==> src/rtl/ps2_pkg.sv <==
// Shared types and constants for the PS/2 device-side frame transmitter.
package ps2_pkg;

    typedef enum logic [2:0] {
        IDLE,
        WAIT,
        HIGH,
        LOW,
        GAP
    } ps2_state_t;

    localparam int   PS2_FRAME_BITS = 11;
    localparam logic PS2_START_BIT  = 1'b0;
    localparam logic PS2_STOP_BIT   = 1'b1;

    // Builds the frame in transmit order, bit 0 first: start, data LSB first, odd parity, stop.
    function automatic logic [PS2_FRAME_BITS-1:0] ps2_build_frame(input logic [7:0] data);
        return {PS2_STOP_BIT, ~^data, data, PS2_START_BIT};
    endfunction

endpackage

==> src/rtl/ps2_edge_detect.sv <==
// N-stage synchroniser for an asynchronous level, with a pulse on either edge
// of the synchronised value.
module ps2_edge_detect #(
    parameter int STAGES = 2
) (
    input  logic clock_in,
    input  logic reset_n,
    input  logic raw,
    output logic level,
    output logic pulse
);

    logic [STAGES-1:0] sync;
    logic              prev;

    // Shift the raw input through the synchroniser and remember the last synchronised value.
    always_ff @(posedge clock_in or negedge reset_n) begin
        if (!reset_n) begin
            sync <= '0;
            prev <= 1'b0;
        end else begin
            sync <= (sync << 1) | STAGES'(raw);
            prev <= sync[STAGES-1];
        end
    end

    assign level = sync[STAGES-1];
    assign pulse = sync[STAGES-1] ^ prev;

endmodule

==> src/rtl/ps2_frame_tx.sv <==
// Device-side PS/2 frame transmitter. Each edge of the divided clock is one
// half-bit phase; accepted bytes go out as 11-bit frames on ps2_clk/ps2_data.
// Optional host inhibit support is enabled with the macro PS2_TX_INHIBIT_EN.
module ps2_frame_tx
    import ps2_pkg::*;
#(
    parameter int IDLE_GAP    = 4,
    parameter int SYNC_STAGES = 2
) (
    input  logic       clock_in,
    input  logic       reset_n,
    input  logic       div_clk_in,
    input  logic [7:0] tx_data,
    input  logic       tx_valid,
    output logic       tx_ready,
    output logic       ps2_clk,
    output logic       ps2_data,
    output logic       busy,
    output logic       frame_done
`ifdef PS2_TX_INHIBIT_EN
   ,input  logic       ps2_clk_sense,
    output logic       tx_abort
`endif
);

    localparam int                    GAP_W    = (IDLE_GAP > 0) ? $clog2(IDLE_GAP + 1) : 1;
    localparam logic [GAP_W-1:0]      GAP_LAST = GAP_W'(IDLE_GAP);
    localparam logic [3:0]            LAST_IDX = 4'(PS2_FRAME_BITS - 1);

    ps2_state_t                state_q, state_d;
    logic [PS2_FRAME_BITS-1:0] shift_q, shift_d;
    logic [3:0]                idx_q, idx_d;
    logic [GAP_W-1:0]          gap_q, gap_d;
    logic                      clk_d, data_d, ready_d, busy_d, done_d;
    logic                      tick;
    logic                      div_level_unused;

    ps2_edge_detect #(.STAGES(SYNC_STAGES)) u_div_edge (
        .clock_in (clock_in),
        .reset_n  (reset_n),
        .raw      (div_clk_in),
        .level    (div_level_unused),
        .pulse    (tick)
    );

`ifdef PS2_TX_INHIBIT_EN
    logic sense_level;
    logic sense_pulse_unused;
    logic abort_d;

    ps2_edge_detect #(.STAGES(SYNC_STAGES)) u_sense_sync (
        .clock_in (clock_in),
        .reset_n  (reset_n),
        .raw      (ps2_clk_sense),
        .level    (sense_level),
        .pulse    (sense_pulse_unused)
    );
`endif

    // State, frame shifter, counters and all outputs are registered together.
    always_ff @(posedge clock_in or negedge reset_n) begin
        if (!reset_n) begin
            state_q    <= IDLE;
            shift_q    <= '0;
            idx_q      <= '0;
            gap_q      <= '0;
            ps2_clk    <= 1'b1;
            ps2_data   <= 1'b1;
            tx_ready   <= 1'b1;
            busy       <= 1'b0;
            frame_done <= 1'b0;
`ifdef PS2_TX_INHIBIT_EN
            tx_abort   <= 1'b0;
`endif
        end else begin
            state_q    <= state_d;
            shift_q    <= shift_d;
            idx_q      <= idx_d;
            gap_q      <= gap_d;
            ps2_clk    <= clk_d;
            ps2_data   <= data_d;
            tx_ready   <= ready_d;
            busy       <= busy_d;
            frame_done <= done_d;
`ifdef PS2_TX_INHIBIT_EN
            tx_abort   <= abort_d;
`endif
        end
    end

    // Next-state and next-output logic; ticks advance one half-bit phase at a time.
    always_comb begin
        state_d = state_q;
        shift_d = shift_q;
        idx_d   = idx_q;
        gap_d   = gap_q;
        clk_d   = ps2_clk;
        data_d  = ps2_data;
        done_d  = 1'b0;
`ifdef PS2_TX_INHIBIT_EN
        abort_d = 1'b0;
`endif

        case (state_q)
            IDLE: begin
                clk_d  = 1'b1;
                data_d = 1'b1;
                if (tx_valid && tx_ready) begin
                    shift_d = ps2_build_frame(tx_data);
                    idx_d   = '0;
                    gap_d   = '0;
                    state_d = WAIT;
                end
            end
            WAIT: begin
                if (tick) begin
                    state_d = HIGH;
                    clk_d   = 1'b1;
                    data_d  = shift_q[0];
                end
            end
            HIGH: begin
                if (tick) begin
                    state_d = LOW;
                    clk_d   = 1'b0;
                end
            end
            LOW: begin
                if (tick) begin
                    if (idx_q < LAST_IDX) begin
                        idx_d   = idx_q + 4'd1;
                        shift_d = {1'b1, shift_q[PS2_FRAME_BITS-1:1]};
                        state_d = HIGH;
                        clk_d   = 1'b1;
                        data_d  = shift_q[1];
                    end else begin
                        done_d  = 1'b1;
                        state_d = GAP;
                        clk_d   = 1'b1;
                        data_d  = 1'b1;
                        gap_d   = '0;
                    end
                end
            end
            GAP: begin
                clk_d  = 1'b1;
                data_d = 1'b1;
                if (gap_q == GAP_LAST) begin
                    state_d = IDLE;
                end else if (tick) begin
                    gap_d = gap_q + 1'b1;
                end
            end
            default: begin
                state_d = IDLE;
                clk_d   = 1'b1;
                data_d  = 1'b1;
            end
        endcase

`ifdef PS2_TX_INHIBIT_EN
        // Host pulling the clock low while we hold it high aborts the frame, up to the parity bit.
        if (!sense_level && ps2_clk && idx_q < LAST_IDX &&
            (state_q == WAIT || state_q == HIGH || state_q == LOW)) begin
            state_d = GAP;
            clk_d   = 1'b1;
            data_d  = 1'b1;
            gap_d   = '0;
            done_d  = 1'b0;
            abort_d = 1'b1;
        end
        ready_d = (state_d == IDLE) && sense_level;
`else
        ready_d = (state_d == IDLE);
`endif
        busy_d = (state_d != IDLE);
    end

endmodule

==> config.mk <==
export PLATFORM = sky130hd
export DESIGN_NAME = ps2_frame_tx
export DESIGN_NICKNAME = d
export VERILOG_FILES = /design/src/rtl/ps2_pkg.sv /design/src/rtl/ps2_edge_detect.sv /design/src/rtl/ps2_frame_tx.sv
export SDC_FILE = /design/constraint.sdc
export NUM_CORES = 1
export LEC_CHECK = 0
export ABC_AREA = 1
export BUFFER_PORTS_ARGS = -buffer_cell sky130_fd_sc_hd__buf_2
export CELL_PAD_IN_SITES_DETAIL_PLACEMENT = 0
export CELL_PAD_IN_SITES_GLOBAL_PLACEMENT = 2
export CORE_UTILIZATION = 36
export DETAILED_ROUTE_END_ITERATION = 8
export PLACE_DENSITY = 0.9
export SYNTH_ARGS = -nofsm -noshare
export SYNTH_HDL_FRONTEND = slang
export SYNTH_SLANG_ARGS = --single-unit
==> constraint.sdc <==
create_clock -name clock_in -period 2.9 [get_ports clock_in]
set_clock_uncertainty 0.2 [all_clocks]
set_input_delay 0.58 -clock clock_in [delete_from_list [all_inputs] [get_ports clock_in]]
set_output_delay 0.58 -clock clock_in [all_outputs]
set_load 0.005 [all_outputs]
## After elaboration in Yosys (flattened, before gate mapping)

Index checks and enable logic that the tools add are counted.

| word-level totals | value |
|---|---|
| bits in read-only memories | 0 |
| memories kept | 0 |
| bits in registers | 29 |
| bits in latches | 0 |
| output and inout bits | 5 |
| memory bits (writable) | 0 |

| cells by class | value |
|---|---|
| reduce and logical (&&, ||, !) cells | 12 |
| magnitude comparators | 1 |
| bitwise operators | 3 |
| multiply operators | 0 |
| shifts and indexed selects | 0 |
| $add $sub $neg | 2 |
| div/mod/pow operators | 0 |
| mux-type cells | 31 |
| equal/unequal tests | 14 |

Operators with widths:

| cell | number |
|---|---|
| two-way mux 11 bit | 3 |
| two-way mux 3 bit | 11 |
| case mux 11 bit (2 select lines) | 1 |
| inequality test 2 bit (second input constant) | 8 |
| case mux 3 bit (5 select lines) | 1 |
| two-way mux 4 bit | 3 |
| case mux 3 bit (3 select lines) | 1 |
| two-way mux 1 bit | 8 |
| case mux 4 bit (2 select lines) | 1 |
| XNOR reduction 8 bit | 1 |
| == test 3 x 2 -> 1 bit (second input constant) | 2 |
| == test 3 bit (second input constant) | 2 |
| logical NOT 3 bit | 2 |
| AND reduction 6 bit | 1 |
| nonzero test 3 bit | 2 |
| adder 4 x 1 -> 4 bit (second input constant) | 1 |
| < comparator 4 bit (second input constant) | 1 |
| AND reduction 4 bit | 1 |
| adder 3 x 1 -> 3 bit (second input constant) | 1 |
| == test 3 x 1 -> 1 bit (second input constant) | 1 |
| case mux 1 bit (3 select lines) | 1 |
| AND reduction 3 bit | 1 |
| inequality test 2 x 1 -> 1 bit (second input constant) | 1 |
| OR 2 x 1 -> 2 bit | 1 |
| 7 further kinds | 7 |

## Logic depth before layout (Yosys ltp)

| depth | value |
|---|---|
| word-level depth | 5 |
| mapped depth | 10 |

## Modules after synthesis

Synthesis repeated with hierarchy kept, for this count alone.

| second synthesis, totals | value |
|---|---|
| cells, all modules | 211 |
| area total of the unflattened synthesis | 1669.1 sq um |

By module, submodules not included:

| module | area an instance (sq um) | seq. area each (sq um) | cells an instance | times used |
|---|---|---|---|---|
| ps2_frame_tx | 1575.3 | 654.4 | 203 | 1 |
| ps2_edge_detect | 93.8 | 75.1 | 8 | 1 |

## Worst setup path after synthesis

OpenSTA, ideal clock, no wires.

| path | value |
|---|---|
| kind | register to register |
| start | register state_q[0] |
| end | register idx_q[0] |
| library setup time | 0.118 ns |
| path buffers | 1 |
| cell stages (with the launch flop) | 10 |
| period minus slack after synthesis | 1.583 ns |
| data required time | 2.582 ns |
| slack | 1.317 ns |
| arrival time | 1.266 ns |
| cell sequence | dfrtp_1 > nor2_2 > nand2_2 > nor2_2 > nor2_2 > nand2_2 > inv_4 > buf_8 > nor2_4 > nor2_2 |

| on the way | value |
|---|---|
| longest elaborated chain between the ends | 3 |
| elaborated cells on any way between the ends | 8 |
| those cells by class | eq/ne (4); mux (1); reduce/logical (3) |

RTL lines:

| what | line | RTL |
|---|---|---|
| start: declaration | ps2_frame_tx.sv:30 | `ps2_state_t state_q, state_d;` |
| start signal: assignment | ps2_frame_tx.sv:76 | `state_q <= state_d;` |
| == test 3 x 2 -> 1 bit / logical NOT 3 bit (equally long branches) | ps2_frame_tx.sv:104 | `case (state_q)` |
| inequality test 2 bit (no source line) / nonzero test 2 bit (equally long branches) | n/a |  |
| AND reduction 4 bit (no source line) | n/a |  |
| end signal: assignment | ps2_frame_tx.sv:78 | `idx_q <= idx_d;` |
| end: declaration | ps2_frame_tx.sv:32 | `logic [3:0] idx_q, idx_d;` |

Parallel ways exist; a longest one is shown, timed or not.
A chain may end at the register's enable or synchronous reset.

## Worst setup path after layout

| path | value |
|---|---|
| start | register state_q[0] |
| end | register shift_q[10] |

| on the way | value |
|---|---|
| longest elaborated chain between the ends | 3 |
| elaborated cells on any way between the ends | 8 |
| those cells by class | eq/ne (4); mux (1); reduce/logical (3) |

RTL lines:

| what | line | RTL |
|---|---|---|
| == test 3 x 2 -> 1 bit / logical NOT 3 bit (equally long branches) | ps2_frame_tx.sv:104 |  |
| inequality test 2 bit (no source line) / nonzero test 2 bit (equally long branches) | n/a |  |
| AND reduction 4 bit (no source line) | n/a |  |
| end signal: assignment | ps2_frame_tx.sv:77 | `shift_q <= shift_d;` |
| end: declaration | ps2_frame_tx.sv:31 | `logic [PS2_FRAME_BITS-1:0] shift_q, shift_d;` |

Parallel ways exist; a longest one is shown, timed or not.

==> reports/qor.csv <==
metric;value;unit
number of hold buffers added after cts;0;
list of most frequent post-synthesis cells;85 x sky130_fd_sc_hd__nand2_1, 27 x sky130_fd_sc_hd__inv_1, 26 x sky130_fd_sc_hd__dfrtp_1;
Starting Density;0.375;
min-delay worst type;in2async;
number of placed I/O pins;17;
max-slew violation count;0;
pin count of the biggest net entering global routing;30;
Clock Tree Buf Depth;2;
number of max-cap violations;0;
number of design-rule violations left by the first detailed-router iteration;42;
Arrival @ worst endpoint;1910;ps
unrepaired setup endpoints after global routing;no;
proportion of register bits with asynchronous set or reset after synthesis;1.00;
floorplan die area;4840;um^2
final design area excluding fillers;1850;um^2
fraction of the yosys area taken by sequential cells;0.443;
highest net fanout along the worst path;17;
source-to-sink clock delay at the later pin of the worst-skew pair;280;ps
worst hold margin;128;ps
final weighted congestion of routability-driven global placement;0.750;
clock tree from TritonCTS;done;
Tcrit/Tclk final;0.672;
Wirelength per Cell;11.2;um
register share of total power;0.373;
cell taking the most area after synthesis;sky130_fd_sc_hd__dfrtp_1;
routed via count;1314;
synthesized flop and latch total;29;
endpoint type of the worst setup path;flip-flop;
remaining routing DRC violations;0;
leading cell types by total area after synthesis;sky130_fd_sc_hd__dfrtp_1 40%, sky130_fd_sc_hd__nand2_1 19%, sky130_fd_sc_hd__inv_1 6.2%, sky130_fd_sc_hd__dfstp_2 4.8%, sky130_fd_sc_hd__o21ai_2 3.7%;
total length of routed wires;3270;um
number of global-route vias before repair;1229;
average footprint of a synthesized cell;7.51;um^2
number of hold-slack violations in the final timing report;0;
Max-slew headroom;0.564;
Startpoint Class;flip-flop;
Cell Area, Placed;1760;um^2
number of inserted filler cells in the final layout;453;
Synthesized Nets;234;
Post-CTS Repair Setup Buffers;0;
Switching Power;706;uW
Peak VDD IR;0.283;mV
leading cell type by number of instances after synthesis;sky130_fd_sc_hd__nand2_1;
leading register cell type out of synthesis;sky130_fd_sc_hd__dfrtp_1;
Logic pwr share;0.429;
top-area cell type share of the netlist area;0.395;
placeable core region;4380;um^2
signed area change from the synthesized netlist to the final layout;12.2;%
Cell Rows;24;
Syn. warnings;0;
# resized after CTS;0;
y dimension of the die;69.6;um
Total Nets Final;254;
Switching Fraction;0.419;
P_int;976;uW
Ant. Diodes;0;
total overflow reported by the global router;0;
detailed-router iteration count before antenna repair;4;
run status;finished clean;
root buf cell;sky130_fd_sc_hd__clkbuf_8;
post-layout total power;1680;uW
cell count after synthesis;219;
clock group share of total power;0.197;
total power per unit cell area;911;nW/um^2
number of buffers inserted during clock tree synthesis;5;
remaining antenna violation count;0;
transition time at the pin with the least slew margin;654;ps
proportion of layout cells with a drive suffix above 1;0.201;
synthesized area;1650;um^2
number of enable-type register cells in the synthesized netlist;0;
leakage power summed over all cells;0.00100;uW
shortest clock period the worst path allows after layout;1950;ps
global-route wire length before repair;5580;um
clock slew at the register clock pins of the worst setup and hold paths;60;ps
fmax;0.513;GHz
post-DR vias/cell;4.52;
sink count of the clock tree;29;
Crit Path Class;reg2reg;
Total Neg Setup Slack;0;ps
# H-tree levels;2;
post-DP HPWL;2430;um
horizontal extent of the die;69.6;um
initial antenna violation count;0;
Crit path required time;2870;ps
count of cell types in the netlist;26;
I/O Buffers;16;
GRT Total Usage;0.153;
final number of setup-violating endpoints;0;
## power by group through the flow
stage          logic, uW  registers [uW]  clock network, uW
6_report             722             628                332
5_1_grt              819             641                364
4_1_cts              737             630                344
3_5_place_dp         731             635                  0
3_3_place_gp         732             634                  0
2_1_floorplan        629             620                  0
## area by class of cell
type,count,area (um^2),area share
flip-flops and latches,29,729,0.395
clock buffers,7,86.3,0.0468
inverters,30,118,0.0637
well taps,52,65.1,0.0353
multi-input cells,157,767,0.416
repair buffers,16,80.1,0.0434
## layer usage
layer	track usage	part of all wire
met1	0.182	0.49
met2	0.247	0.48
met3	0.0567	0.022
met4	0.0680	0.0049
met5	0	0
## state kept, by name, indices dropped and copies added, names as in the netlist
signal / cells
busy: 1
ps2_data: 1
ps2_clk: 1
state_q: 3
frame_done: 1
tx_ready: 1
idx_q: 4
shift_q: 11
gap_q: 3
u_div_edge.prev: 1
u_div_edge.sync: 2
## stage by stage
| step | instances | setup slack [ps] | util |
|---|---|---|---|
| global route | 291 | 754 | 0.421 |
| finish | 291 | 952 | 0.421 |
| global placement | 284 | 974 | 0.401 |
| floorplan | 219 | 1320 | - |
| detailed placement | 284 | 960 | 0.401 |
| CTS | 291 | 933 | 0.421 |
## cell families (layout without fill, tap and decap cells)
group           Yosys count  after routing  synth area share
simple gates            128            128             0.337
buf+inv                  33             53            0.0905
flops                    29             29             0.443
compound gates           22             22            0.0852
xor+xnor                  4              4            0.0213
fa+ha+maj                 3              3            0.0228
## worst max-delay path: stages, from the launching register on
cell and delay, ps:
sky130_fd_sc_hd__dfrtp_1 450, sky130_fd_sc_hd__nor2_2 310, sky130_fd_sc_hd__nand2_2 120, sky130_fd_sc_hd__nor2_2 110, sky130_fd_sc_hd__nor2_2 60, sky130_fd_sc_hd__nand2_2 210, sky130_fd_sc_hd__inv_4 150, sky130_fd_sc_hd__or2_1 230
## path summary, 6_finish.rpt
| kind | endpoint | startpoint | slack (ps) | cells after the start |
|---|---|---|---|---|
| min in group clock_in | u_div_edge.sync[1]$_DFF_PN0_ | u_div_edge.sync[0]$_DFF_PN0_ | 150 | 0 |
| min | frame_done$_DFF_PN0_ | reset_n | 130 | 1 |
| max | shift_q[10]$_DFFE_PN0P_ | state_q[0]$_DFF_PN0_ | 950 | 7 |
| min reg2reg | u_div_edge.sync[1]$_DFF_PN0_ | u_div_edge.sync[0]$_DFF_PN0_ | 150 | 0 |
| max reg2reg | shift_q[10]$_DFFE_PN0P_ | state_q[0]$_DFF_PN0_ | 950 | 7 |
| max in group asynchronous | shift_q[9]$_DFFE_PN0P_ | reset_n | 1950 | 1 |
## cell usage in the layout, fill, tap and decap left out, types with 4 or more instances in the layout
| cell | instances |
|---|---|
| sky130_fd_sc_hd__buf_2 | 16 |
| sky130_fd_sc_hd__clkbuf_8 | 6 |
| sky130_fd_sc_hd__dfrtp_1 | 26 |
| sky130_fd_sc_hd__inv_1 | 27 |
| sky130_fd_sc_hd__nand2_1 | 85 |
| sky130_fd_sc_hd__nand2_2 | 4 |
| sky130_fd_sc_hd__nand3_1 | 10 |
| sky130_fd_sc_hd__nor2_1 | 16 |
| sky130_fd_sc_hd__nor2_2 | 6 |
| sky130_fd_sc_hd__o21ai_0 | 10 |
| sky130_fd_sc_hd__o21ai_2 | 7 |
Power figures use the tool's default switching activity.
